===== config.mk =====
export PLATFORM = sky130hd
export DESIGN_NAME = mua_serial_scheduler
export DESIGN_NICKNAME = d
export VERILOG_FILES = /design/src/rtl/mua_pkg.sv /design/src/rtl/mua_frame_tracker.sv /design/src/rtl/mua_serial_scheduler.sv
export SDC_FILE = /design/constraint.sdc
export NUM_CORES = 1
export LEC_CHECK = 0
export ABC_AREA = 0
export CORE_AREA = 4 4 270 272
export CTS_CLUSTER_SIZE = 30
export DETAILED_ROUTE_END_ITERATION = 7
export DIE_AREA = 0 0 274 276
export PLACE_DENSITY = 0.66
export SLEW_MARGIN = 5
export SYNTH_ARGS = -nofsm -noshare
export SYNTH_HDL_FRONTEND = slang
export SYNTH_SLANG_ARGS = --single-unit

===== constraint.sdc =====
create_clock -name bus_clk -period 2.7 [get_ports bus_clk]
set_input_delay 0.54 -clock bus_clk [delete_from_list [all_inputs] [get_ports bus_clk]]
set_output_delay 0.54 -clock bus_clk [all_outputs]
set_load 0.02 [all_outputs]

===== src/rtl/mua_pkg.sv =====
// Shared widths, FSM state type and a saturating-increment helper for the MUA serial scheduler.
package mua_pkg;
    localparam int LANE_W  = 32;
    localparam int CH_W    = 12;
    localparam int FRAME_W = 32;
    localparam int DROP_W  = 16;

    typedef enum logic {
        IDLE  = 1'b0,
        SHIFT = 1'b1
    } state_t;

    function automatic logic [DROP_W-1:0] sat_inc(input logic [DROP_W-1:0] v);
        return (v == {DROP_W{1'b1}}) ? v : v + {{(DROP_W-1){1'b0}}, 1'b1};
    endfunction
endpackage


===== src/rtl/mua_frame_tracker.sv =====
// Frame counter: bumps on a handshake of the last channel; clr wins over a simultaneous bump.
module mua_frame_tracker
    import mua_pkg::*;
#(
    parameter int NUM_CH = 160
) (
    input  logic               clk,
    input  logic               rst_n,
    input  logic               clr,
    input  logic               fire,
    input  logic [CH_W-1:0]    ch,
    output logic [FRAME_W-1:0] frame_no
);
    logic [FRAME_W-1:0] frame_r;

    // Frame number register, wraps naturally at 2^FRAME_W
    always_ff @(posedge clk) begin
        if (!rst_n) begin
            frame_r <= {FRAME_W{1'b0}};
        end else if (clr) begin
            frame_r <= {FRAME_W{1'b0}};
        end else if (fire && (ch == CH_W'(NUM_CH - 1))) begin
            frame_r <= frame_r + {{(FRAME_W-1){1'b0}}, 1'b1};
        end else begin
            frame_r <= frame_r;
        end
    end

    assign frame_no = frame_r;
endmodule


===== src/rtl/mua_serial_scheduler.sv =====
// Serialises LANES-wide beats into one lane-aligned word per cycle.
// Optional MUA_DROP_CNT_EN adds a saturating counter of refused input beats.
module mua_serial_scheduler
    import mua_pkg::*;
#(
    parameter int NUM_CH = 160,
    parameter int LANES  = 5
) (
    input  logic                    bus_clk,
    input  logic                    xike_reset_n,
    input  logic                    frame_count_rst,
    input  logic                    in_valid,
    output logic                    in_ready,
    input  logic [CH_W*LANES-1:0]   in_ch,
    input  logic [LANE_W*LANES-1:0] in_data,
    input  logic [LANE_W*LANES-1:0] in_thr,
    input  logic [LANE_W*LANES-1:0] in_hash,
    output logic                    out_valid,
    input  logic                    out_ready,
    output logic [CH_W-1:0]         out_ch,
    output logic [LANE_W-1:0]       out_data,
    output logic [LANE_W-1:0]       out_thr,
    output logic [LANE_W-1:0]       out_hash,
    output logic [FRAME_W-1:0]      out_frame_no,
    output logic [DROP_W-1:0]       drop_cnt
);
    localparam int LANE_IW = (LANES > 1) ? $clog2(LANES) : 1;

    state_t                    state_r;
    logic [LANE_IW-1:0]        lane_r;
    logic                      out_valid_r;
    logic [CH_W*LANES-1:0]     shadow_ch_r;
    logic [LANE_W*LANES-1:0]   shadow_data_r;
    logic [LANE_W*LANES-1:0]   shadow_thr_r;
    logic [LANE_W*LANES-1:0]   shadow_hash_r;

    logic handshake_s;
    logic last_lane_s;
    logic in_ready_s;
    logic accept_s;

    assign handshake_s = out_valid_r & out_ready;
    assign last_lane_s = (lane_r == LANE_IW'(LANES - 1));
    assign in_ready_s  = (state_r == IDLE) | (last_lane_s & handshake_s);
    assign accept_s    = in_valid & in_ready_s;

    // Lane sequencer: a new beat can be loaded in the same cycle the last lane leaves
    always_ff @(posedge bus_clk) begin
        if (!xike_reset_n) begin
            state_r     <= IDLE;
            lane_r      <= {LANE_IW{1'b0}};
            out_valid_r <= 1'b0;
        end else begin
            case (state_r)
                IDLE: begin
                    if (accept_s) begin
                        state_r     <= SHIFT;
                        lane_r      <= {LANE_IW{1'b0}};
                        out_valid_r <= 1'b1;
                    end else begin
                        state_r     <= IDLE;
                        lane_r      <= {LANE_IW{1'b0}};
                        out_valid_r <= 1'b0;
                    end
                end
                SHIFT: begin
                    if (handshake_s && last_lane_s) begin
                        state_r     <= accept_s ? SHIFT : IDLE;
                        lane_r      <= {LANE_IW{1'b0}};
                        out_valid_r <= accept_s;
                    end else if (handshake_s) begin
                        state_r     <= SHIFT;
                        lane_r      <= lane_r + {{(LANE_IW-1){1'b0}}, 1'b1};
                        out_valid_r <= 1'b1;
                    end else begin
                        state_r     <= SHIFT;
                        lane_r      <= lane_r;
                        out_valid_r <= out_valid_r;
                    end
                end
                default: begin
                    state_r     <= IDLE;
                    lane_r      <= {LANE_IW{1'b0}};
                    out_valid_r <= 1'b0;
                end
            endcase
        end
    end

    // One shadow set for all four fields keeps every lane word skew-free
    always_ff @(posedge bus_clk) begin
        if (!xike_reset_n) begin
            shadow_ch_r   <= {(CH_W*LANES){1'b0}};
            shadow_data_r <= {(LANE_W*LANES){1'b0}};
            shadow_thr_r  <= {(LANE_W*LANES){1'b0}};
            shadow_hash_r <= {(LANE_W*LANES){1'b0}};
        end else if (accept_s) begin
            shadow_ch_r   <= in_ch;
            shadow_data_r <= in_data;
            shadow_thr_r  <= in_thr;
            shadow_hash_r <= in_hash;
        end else begin
            shadow_ch_r   <= shadow_ch_r;
            shadow_data_r <= shadow_data_r;
            shadow_thr_r  <= shadow_thr_r;
            shadow_hash_r <= shadow_hash_r;
        end
    end

    assign in_ready  = in_ready_s;
    assign out_valid = out_valid_r;
    assign out_ch    = shadow_ch_r[CH_W*lane_r +: CH_W];
    assign out_data  = shadow_data_r[LANE_W*lane_r +: LANE_W];
    assign out_thr   = shadow_thr_r[LANE_W*lane_r +: LANE_W];
    assign out_hash  = shadow_hash_r[LANE_W*lane_r +: LANE_W];

    mua_frame_tracker #(
        .NUM_CH (NUM_CH)
    ) u_frame_tracker (
        .clk      (bus_clk),
        .rst_n    (xike_reset_n),
        .clr      (frame_count_rst),
        .fire     (handshake_s),
        .ch       (out_ch),
        .frame_no (out_frame_no)
    );

`ifdef MUA_DROP_CNT_EN
    logic              drop_s;
    logic [DROP_W-1:0] drop_cnt_r;

    assign drop_s = in_valid & ~in_ready_s;

    // Refused-beat counter, saturating
    always_ff @(posedge bus_clk) begin
        if (!xike_reset_n) begin
            drop_cnt_r <= {DROP_W{1'b0}};
        end else if (drop_s) begin
            drop_cnt_r <= sat_inc(drop_cnt_r);
        end else begin
            drop_cnt_r <= drop_cnt_r;
        end
    end

    assign drop_cnt = drop_cnt_r;
`else
    assign drop_cnt = {DROP_W{1'b0}};
`endif
endmodule


After elaboration in Yosys (flattened, before gate mapping)
Cells that the tools add are included.
Cells by class
  add/sub/neg operators: 2
  multiply operators: 1
  eq/ne operators: 3
  shift operators: 4
  mux-type cells: 9
  bitwise operators: 6
  reduce and logical (&&, ||, !) cells: 3
Operators by type and width (count)
  160-bit by 9-bit indexed part select with 32-bit output: 3
  60-bit by 8-bit indexed part select with 12-bit output: 1
  32-bit by 1-bit adder with 32-bit output (second input constant): 1
  12-bit by 8-bit == test with 1-bit output (second input constant): 1
  3-bit 2-to-1 mux: 2
  3-bit case mux with 2 select lines: 1
  2-bit by 3-bit multiplier with 5-bit output (first input constant): 1
  1-bit 2-to-1 mux: 4
  1-bit case mux with 2 select lines: 2
  3-bit by 1-bit adder with 3-bit output (second input constant): 1
  1-bit AND: 3
  3-bit == test (second input constant): 1
  3-bit by 1-bit != test with 1-bit output (second input constant): 1
  1-bit logical AND: 2
  1-bit inverter: 2
  2-bit OR reduction: 1
  1-bit bitwise OR: 1
Word-level totals
  flip-flop bits (word level): 577
  input port bits: 545
  output and inout bits: 158
  word-level logic and storage cells: 36

Depth between registers and ports, before layout
Gate-level depths: netlist of run 1.
  word-level depth: 7
  mapped depth: 13
  mapped depth without buffers: 8

Hierarchy
Synthesis of run 1 repeated with hierarchy kept, for this count alone.
Unflattened totals
  cell total of the unflattened synthesis: 4723
  area, all modules: 38623.3 sq um
Modules (own cells, without submodules)
  mua_serial_scheduler: times used 1, cells an instance 4521, area an instance 36879.1 sq um, sequential area each 10910.5 sq um
  mua_frame_tracker: times used 1, cells an instance 202, area an instance 1744.2 sq um, sequential area each 640.6 sq um

Worst setup path before layout of run 1
OpenSTA, ideal clock, no wires.
  path type: register to output
  start point: register lane_r[0]
  end point: output port out_data[0]
  data arrival time: 2557 ps
  data required time: 2160 ps
  path slack: -397 ps
  cell stages (with the launch flop): 9
  buffers on the path: 5
  cells stage by stage: dfxtp_1 > buf_4 > buf_6 > buf_4 > clkbuf_1 > buf_1 > mux4_2 > inv_1 > o21ai_0
On the way
  word-level cells in the longest chain between the ends: 1
RTL lines
  start: declaration: line mua_serial_scheduler.sv:30  | logic [LANE_IW-1:0] lane_r;
  start signal: assignment: line mua_serial_scheduler.sv:51  | lane_r <= {LANE_IW{1'b0}};
  start signal: assignment: line mua_serial_scheduler.sv:58  | lane_r <= {LANE_IW{1'b0}};
  start signal: assignment: line mua_serial_scheduler.sv:62  | lane_r <= {LANE_IW{1'b0}};
  160-bit by 9-bit indexed part select with 32-bit output: line mua_serial_scheduler.sv:113  | assign out_data = shadow_data_r[LANE_W*lane_r +: LANE_W];
  end: declaration: line mua_serial_scheduler.sv:21  | output logic [LANE_W-1:0] out_data,
Every way passes these cells.

Worst setup path after layout of run 1
  start point: register lane_r[0]
  end point: register u_frame_tracker.frame_r[23], in the netlist u_frame_tracker.frame_no[23]
On the way
  word-level cells in the longest chain between the ends: 4
RTL lines
  2-bit by 3-bit multiplier with 5-bit output: line mua_serial_scheduler.sv:112  | assign out_ch = shadow_ch_r[CH_W*lane_r +: CH_W];
  60-bit by 8-bit indexed part select with 12-bit output: line mua_serial_scheduler.sv:112
  12-bit by 8-bit == test with 1-bit output: line mua_frame_tracker.sv:22  | end else if (fire && (ch == CH_W'(NUM_CH - 1))) begin
  1-bit logical AND: line mua_frame_tracker.sv:22
  end signal: assignment: line mua_frame_tracker.sv:21  | frame_r <= {FRAME_W{1'b0}};
  end signal: assignment: line mua_frame_tracker.sv:23  | frame_r <= frame_r + {{(FRAME_W-1){1'b0}}, 1'b1};
  end signal: assignment: line mua_frame_tracker.sv:25  | frame_r <= frame_r;
  end: declaration: line mua_frame_tracker.sv:14  | logic [FRAME_W-1:0] frame_r;
Every way passes these cells.
A chain may end at the register's enable or synchronous reset.

==> impl_results.md, run 1 <==
* Result of the run: complete, but fails checks
* Failing checks: negative setup slack
* Total of flip-flops plus latches after synthesis at 577
* Met3 Usage GRT at under 10%
* H-tree Lvls at 3
* Leading cell type by number of instances after synthesis: nand2_1
* Final hold violation count at 0
* Adder-Cell Fraction of Synth Area at 0.1460%
* Crit Reg-Reg Endpoint: u_frame_tracker.frame_no[23]
* Cell repeated most along the worst path: buf_12
* Worst path arrival time at 3.52 ns
* Worst voltage drop across the vdd grid at 0.4039 mV
* Area of the core at 70750 um2
* Headroom to the max-slew limit at 31.64%
* Count of input and output buffers at 686
* Sequential-to-total area share from yosys stat at 44.93%
* Length in cells of the worst reg-to-reg path at 10
* Cells traversed along the worst timing path: buf_12 -> buf_6 -> mux2_4 -> a221o_1 -> or3_1 -> or4_4 -> buf_12 -> clkbuf_16 -> or4_1 -> a21oi_1
* Leading cell types by count after synthesis: nand2_1, dfxtp_1, a21boi_0, clkbuf_1, o21ai_0
* Detailed router's first-iteration violation count at 1836
* Path category of the worst min-delay check: in2reg
* Slowest cell on the critical path: or4_4
* Count of flip-flops with a built-in enable after synthesis at 0
* CTS clock-pin slew for the worst setup and hold paths at 0.06 ns
* Final setup slack of the worst path at -0.2996 ns
* Reported max-cap violation count at 0
* Share of the cycle needed by the critical path after routing at 111.1%
* Maximum clock path buffer count at 3
* Critical Path Source: lane_r[0]
* Gp weighted congestion at 0.9290
* Number of buffers inserted by hold repair at cts at 0
* Vias in the first global route at 23530
* Floorplan die width at 274 um
* Share of layout cells above drive strength 1 at 17.44%
* Total Negative Setup Slacks at -19.66 ns
* All-Layer GR Usage at between 20% and 30%
* Largest clock skew in the final design at 0.02263 ns
* Met2 routing resource usage after global routing at 41.10%
* Wire length reported by the detailed router at approximately 97000 um
* Clock net sink count at 577
* FF+latch area at 11560 um2
* Shortest period the worst path allows at between 2 and 3 ns
* Kind of cell adding the most delay to the critical path: simple AND/OR/NAND/NOR gates
* Antenna-violating nets left at 0
* Detailed placer's ending HPWL at 68890 um
* Inserted Clock Buffers at 67
* Wire length of the first global-routing pass at between 100000 and 150000 um
* Cell types with the largest area share after synthesis: dfxtp_1, nand2_1, a21boi_0
* Layer carrying the most global-route usage: met2
* Pin count of the biggest net entering global routing at 93
* Worst Setup Start Kind: flop
* Multi-input gate area at 13220 um2
* Measured slew at the worst slew-check pin at 1.025 ns
* Xor and xnor fraction of the mapped netlist area at 0.06813%
* Number of search-and-repair iterations in the first detailed-routing pass at 5
* Unrepaired setup endpoints after global routing: true
* Initial antenna violation count at 33
* Synth async-reset ratio at 0%
* Largest family of logic cells by synthesized area: compound AO/OA/AOI/OAI gates
* Wire length per cell at 20.16 um
* Count of pins on the block boundary at 703
* Max Clk Rate at roughly 330 MHz
* Commonest register cell after synthesis: dfxtp_1
* Number of fill cells at 6607
* Compound-Gate Fraction of Synth Area at 19.94%
* Stages on worst setup path at 10
* Pwr/cell area at 565.0 nW/um2
* Worst hold margin at between 0.4 and 0.5 ns
* Relative area change from synthesis to final layout at 47.51%
* Worst R2R Start: lane_r[0]
* DR vias at 24140
* Fraction of synthesized area in multiplexers at under 10%
* Clock latency of the later-clocked register in the worst-skew pair at 0.60 ns
* Remaining DRCs at 0
* Met1 Resource Use GR at between 30% and 40%
* Post-synthesis cell type count at 50
* Simple-Gate Fraction of Synth Area at 19.85%
* Root Buffer Master: clkbuf_16
* Syn Inst Count at 3091
* Library cell occupying the most area in the post-synthesis netlist: dfxtp_1
* R2R setup slack at -0.30 ns
* CTS tree: built
* Cell leakage power at ~14 nW
* Final setup vio count at 126
* Maximum fanout count along the critical path at 7
* Grt total ovfl at 0
* Area of the die at between 70000 and 80000 um2
* Syn_area_per_cell at between 8 and 9 um2
* Critical setup path kind: reg2reg
* Number of placement rows at 98
* Number of buffers and inverters on the critical path at 4
* Die extent in y at 276 um
* Max Transition Viols Final at 0
* Area share of the largest cell type after synthesis at 44.93%
* Endpoint required time on the critical path at 3.22 ns
* Delay contributed by the slowest stage of the critical path at about 0.50 ns
* Initial core utilization at 36.34%
* Count of warnings emitted by yosys at 0
* Kind of end point of the critical path: flop
* Worst setup slack before clock tree synthesis at -0.3014 ns
* Via-to-Cell Ratio at ~5
* Cell Area, Synth at 25710 um2
* Total number of nets in the final design at around 4300
* Destination of the critical timing path: u_frame_tracker.frame_no[23]
[where the power goes]
group	internal (mW)	switching, mW	total (mW)
clock	5.57	3.70	9.27
combinational	1.57	1.34	2.90
sequential	8.97	0.280	9.25
[registers in the layout, summed over array words and instances, names as in the netlist]
name,cells
out_valid,1
u_frame_tracker.frame_no,32
shadow_ch_r,60
lane_r,3
shadow_data_r,160
shadow_thr_r,160
state_r,1
shadow_hash_r,160
[stage by stage]
| step | utilization (%) | instance area [um2] | cells | total power [mW] |
|---|---|---|---|---|
| finish | 53.60 | 37930 | 4809 | 21.43 |
| global route | 53.58 | 37910 | 4803 | 22.24 |
| CTS | 52.25 | 36970 | 4761 | 21.56 |
| detailed placement | 48.62 | 34400 | 4620 | 12.27 |
| global placement | 48.62 | 34400 | 4620 | 12.24 |
| floorplan | - | 25850 | 3106 | 10.60 |
[cell type report]
cell class | count | share of cell area (%)
multi-input cells | 2167 | 34.87
flip-flops and latches | 577 | 30.49
well taps | 950 | 3.134
repair buffers | 874 | 24.42
diodes | 22 | 0.1452
clock inverters | 16 | 0.6763
clock buffers | 100 | 5.226
inverters | 103 | 1.046
[layout by cell type (no fill, tap or decap), drive strengths merged, types with 4 or more instances in the layout]
cell	instances
a21boi	541
a21oi	32
and3	7
and4	4
buf	289
bufinv	5
clkbuf	109
clkdlybuf4s50	576
clkinv	6
conb	16
dfxtp	577
diode	22
inv	107
mux2	7
mux2i	16
mux4	96
nand2	1202
nand2b	4
nand3	8
nand4	11
nor2	16
o21ai	112
o22ai	4
o31ai	21
or3	7
or4	22
[metal layers]
metal	vias to the layer above	share of wire (%)
met4	12	2.6
met2	767	49
met3	148	6.8
li1	11650	-
met5	-	0.070
met1	11560	42
[kinds of logic (layout without fill, tap and decap cells)]
| group | after synthesis | in the layout |
|---|---|---|
| xor+xnor | 2 | 2 |
| compound gates | 730 | 730 |
| fa+ha+maj | 3 | 3 |
| flops | 577 | 577 |
| simple gates | 1297 | 1297 |
| mux | 119 | 119 |
| other cells | 1 | 38 |
| buf+inv | 362 | 1093 |
[how the worst min path moves through the flow]
stage | endpoint | cells after the start | start
global placement | shadow_thr_r[118] | 2 | shadow_thr_r[118]
detailed placement | shadow_data_r[91] | 2 | shadow_data_r[91]
floorplan | lane_r[1] | 2 | state_r
finish | shadow_hash_r[74] | 2 | xike_reset_n
CTS | shadow_hash_r[8] | 2 | xike_reset_n
global route | shadow_hash_r[74] | 2 | xike_reset_n
[what timing repair did]
item,in CTS,in global routing
pin swaps,3,17
cloned,7,6
setup buffers,20,25
endpoints found under the setup margin,139,140
resized for setup,711,247
(Power assumes the default switching activity.)
==> run 2: changes to the inputs <==
--- a/config.mk
+++ b/config.mk
@@ -10,6 +10,7 @@
 export CTS_CLUSTER_SIZE = 30
 export DETAILED_ROUTE_END_ITERATION = 7
 export DIE_AREA = 0 0 274 276
+export MAX_ROUTING_LAYER = met4
 export PLACE_DENSITY = 0.66
 export SLEW_MARGIN = 5
 export SYNTH_ARGS = -nofsm -noshare
==> run 2 against run 1 <==
Compared with the run above:
- clock power about the same
- the flow still finishes with violations (negative setup slack)
- largest cell class unchanged
- sequential power about the same
- critical endpoint unchanged
- clock skew up 0.0059 ns
- via count down 0.27%
==> impl_results.md, run 2 (synthesized netlist as in run 1, its figures left out) <==
* Result of the run: complete, but fails checks
* Failing checks: negative setup slack
* Unrepaired setup endpoints after global routing: true
* Final setup slack of the worst path at -0.2843 ns
* Most common cell after layout, fill and taps aside: nand2_1
* Slowest cell on the critical path: or4_4
* Initial antenna violation count at 31
* Final hold violation count at 0
* Proportion of power drawn by combinational gates at 13.5%
* Max Transition Viols Final at 0
* Wire length reported by the detailed router at 96580 um
* Largest registers: shadow_data_r: 160 flops, shadow_hash_r: 160 flops, shadow_thr_r: 160 flops
* Number of fill cells at between 6000 and 7000
* Total number of nets in the final design at 4337
* Switching share of total power at 24.78%
* Floorplan die width at 274 um
* Wire length per cell at 20.06 um
* Remaining DRCs at 0
* Power dissipated by switching net loads at 5.307 mW
* Measured slew at the worst slew-check pin at 1.039 ns
* Relative area change from synthesis to final layout at 47.07%
* Number of search-and-repair iterations in the first detailed-routing pass at 7
* Area of the die at around 76000 um2
* Clock latency of the later-clocked register in the worst-skew pair at 0.60 ns
* CTS clock-pin slew for the worst setup and hold paths at 0.07 ns
* Maximum clock path buffer count at 3
* Max Clk Rate at 335.1 MHz
* Worst path arrival time at 3.50 ns
* Critical setup path kind: reg2reg
* Detailed router's first-iteration violation count at between 1500 and 2000
* Wire length of the first global-routing pass at 141700 um
* Cell repeated most along the worst path: buf_12
* Root Buffer Master: clkbuf_16
* Worst setup slack before clock tree synthesis at -0.3014 ns
* Vias in the first global route at 23550
* H-tree Lvls at 3
* Share of layout cells above drive strength 1 at 16.63%
* Maximum fanout count along the critical path at 7
* All-Layer GR Usage at 24.84%
* Final setup vio count at 125
* Path category of the worst min-delay check: in2reg
* Endpoint required time on the critical path at 3.22 ns
* Kind of end point of the critical path: flop
* Sequential fraction of design power at 43.2%
* Initial core utilization at 36.34%
* Commonest non-fill, non-tap cells in the layout: nand2_1, clkdlybuf4s50_1, dfxtp_1
* Shortest period the worst path allows at 2.984 ns
* CTS tree: built
* Delay contributed by the slowest stage of the critical path at about 0.49 ns
* Count of input and output buffers at 686
* Cells traversed along the worst timing path: buf_12 -> buf_6 -> mux2_4 -> a221o_1 -> or3_1 -> or4_4 -> buf_12 -> clkbuf_16 -> or4_1 -> a21oi_1
* Part of the power in the clock network at 43.3%
* Worst R2R Start: lane_r[0]
* Via-to-Cell Ratio at between 5 and 6
* Count of pins on the block boundary at 703
* Critical hold path startpoint: xike_reset_n
* Largest clock skew in the final design at 0.02850 ns
* Gp weighted congestion at 0.9455
* Reported max-cap violation count at 0
* DR vias at 24070
* Share of the cycle needed by the critical path after routing at 110.5%
* Post-route cell area at 37810 um2
* Number of buffers inserted by hold repair at cts at 0
* Pin count of the biggest net entering global routing at 93
* Cell leakage power at between 10 and 15 nW
* Area of the core at 70750 um2
* Grt total ovfl at 0
* Worst voltage drop across the vdd grid at 0.4044 mV
* Die extent in y at 276 um
* Critical Path Source: lane_r[0]
* Pwr/cell area at 566.4 nW/um2
* Headroom to the max-slew limit at between 30% and 40%
* Inserted Clock Buffers at 67
* Internal at about 16 mW
* Clock net sink count at 577
* Post-route core utilization at 53.44%
* Area after detailed placement at 34400 um2
* Detailed placer's ending HPWL at 68890 um
* Antenna-violating nets left at 0
* Worst Setup Start Kind: flop
* Number of placement rows at 98
[run 2: critical path, delay by kind of cell (launching register included)]
| family | cells | cell delay (ns) |
|---|---|---|
| AND/OR/NAND/NOR | 3 | 1.21 |
| multiplexers | 1 | 0.28 |
| flip-flops | 1 | 0.41 |
| AO/OA/AOI/OAI | 2 | 0.45 |
| buffers and inverters | 4 | 0.56 |
[run 2: path summary, 6_finish.rpt]
| kind | endpoint | slack (ns) | cells past startpoint |
|---|---|---|---|
| max reg2reg | u_frame_tracker.frame_no[23] | -0.28 | 10 |
| min reg2reg | shadow_hash_r[115] | 0.46 | 2 |
| min | shadow_hash_r[8] | 0.41 | 2 |
| max | u_frame_tracker.frame_no[23] | -0.28 | 10 |
[run 2: final cells by class]
type,instances,area (um2),share of cell area (%)
Timing Repair Buffer,873,9223,24.39
Antenna cell,28,70.07,0.1853
Clock buffer,100,1982,5.242
Inverter,103,396.6,1.049
Tap cell,950,1189,3.144
Sequential cell,577,11560,30.58
Multi-Input combinational cell,2167,13130,34.73
Clock inverter,16,256.5,0.6784
[run 2: through the flow]
step	TNS, ns	total power [mW]	cells	hold slack, ns
6_report	-19.02	21.41	4814	0.4126
5_1_grt	-30.27	22.23	4812	0.4237
4_1_cts	-24.91	21.56	4761	0.3887
3_5_place_dp	-7.213	12.27	4620	0.4547
3_3_place_gp	-6.563	12.24	4620	0.4465
2_1_floorplan	-3.919	10.60	3106	0.4384
[run 2: timing repair]
| item | CTS | global route |
|---|---|---|
| hold endpoints to repair | 0 | 0 |
| gates resized for setup | 711 | 209 |
| setup buffers | 20 | 24 |
| pin swaps | 3 | 17 |
| setup endpoints to repair | 139 | 140 |
| gates cloned | 7 | 6 |
[run 2: power groups by stage]
| stage | combinational [mW] | clock (mW) | sequential, mW |
|---|---|---|---|
| finish | 2.89 | 9.27 | 9.25 |
| global route | 3.13 | 9.81 | 9.29 |
| CTS | 2.83 | 9.48 | 9.25 |
| detailed placement | 2.84 | 0 | 9.43 |
| global placement | 2.82 | 0 | 9.42 |
| floorplan | 1.29 | 0 | 9.31 |
[run 2: layer usage]
metal	track usage [%]	share of wire (%)
met1	30.73	42
met2	41.03	49
met3	5.033	7.1
met4	7.523	2.5
met5	-	0
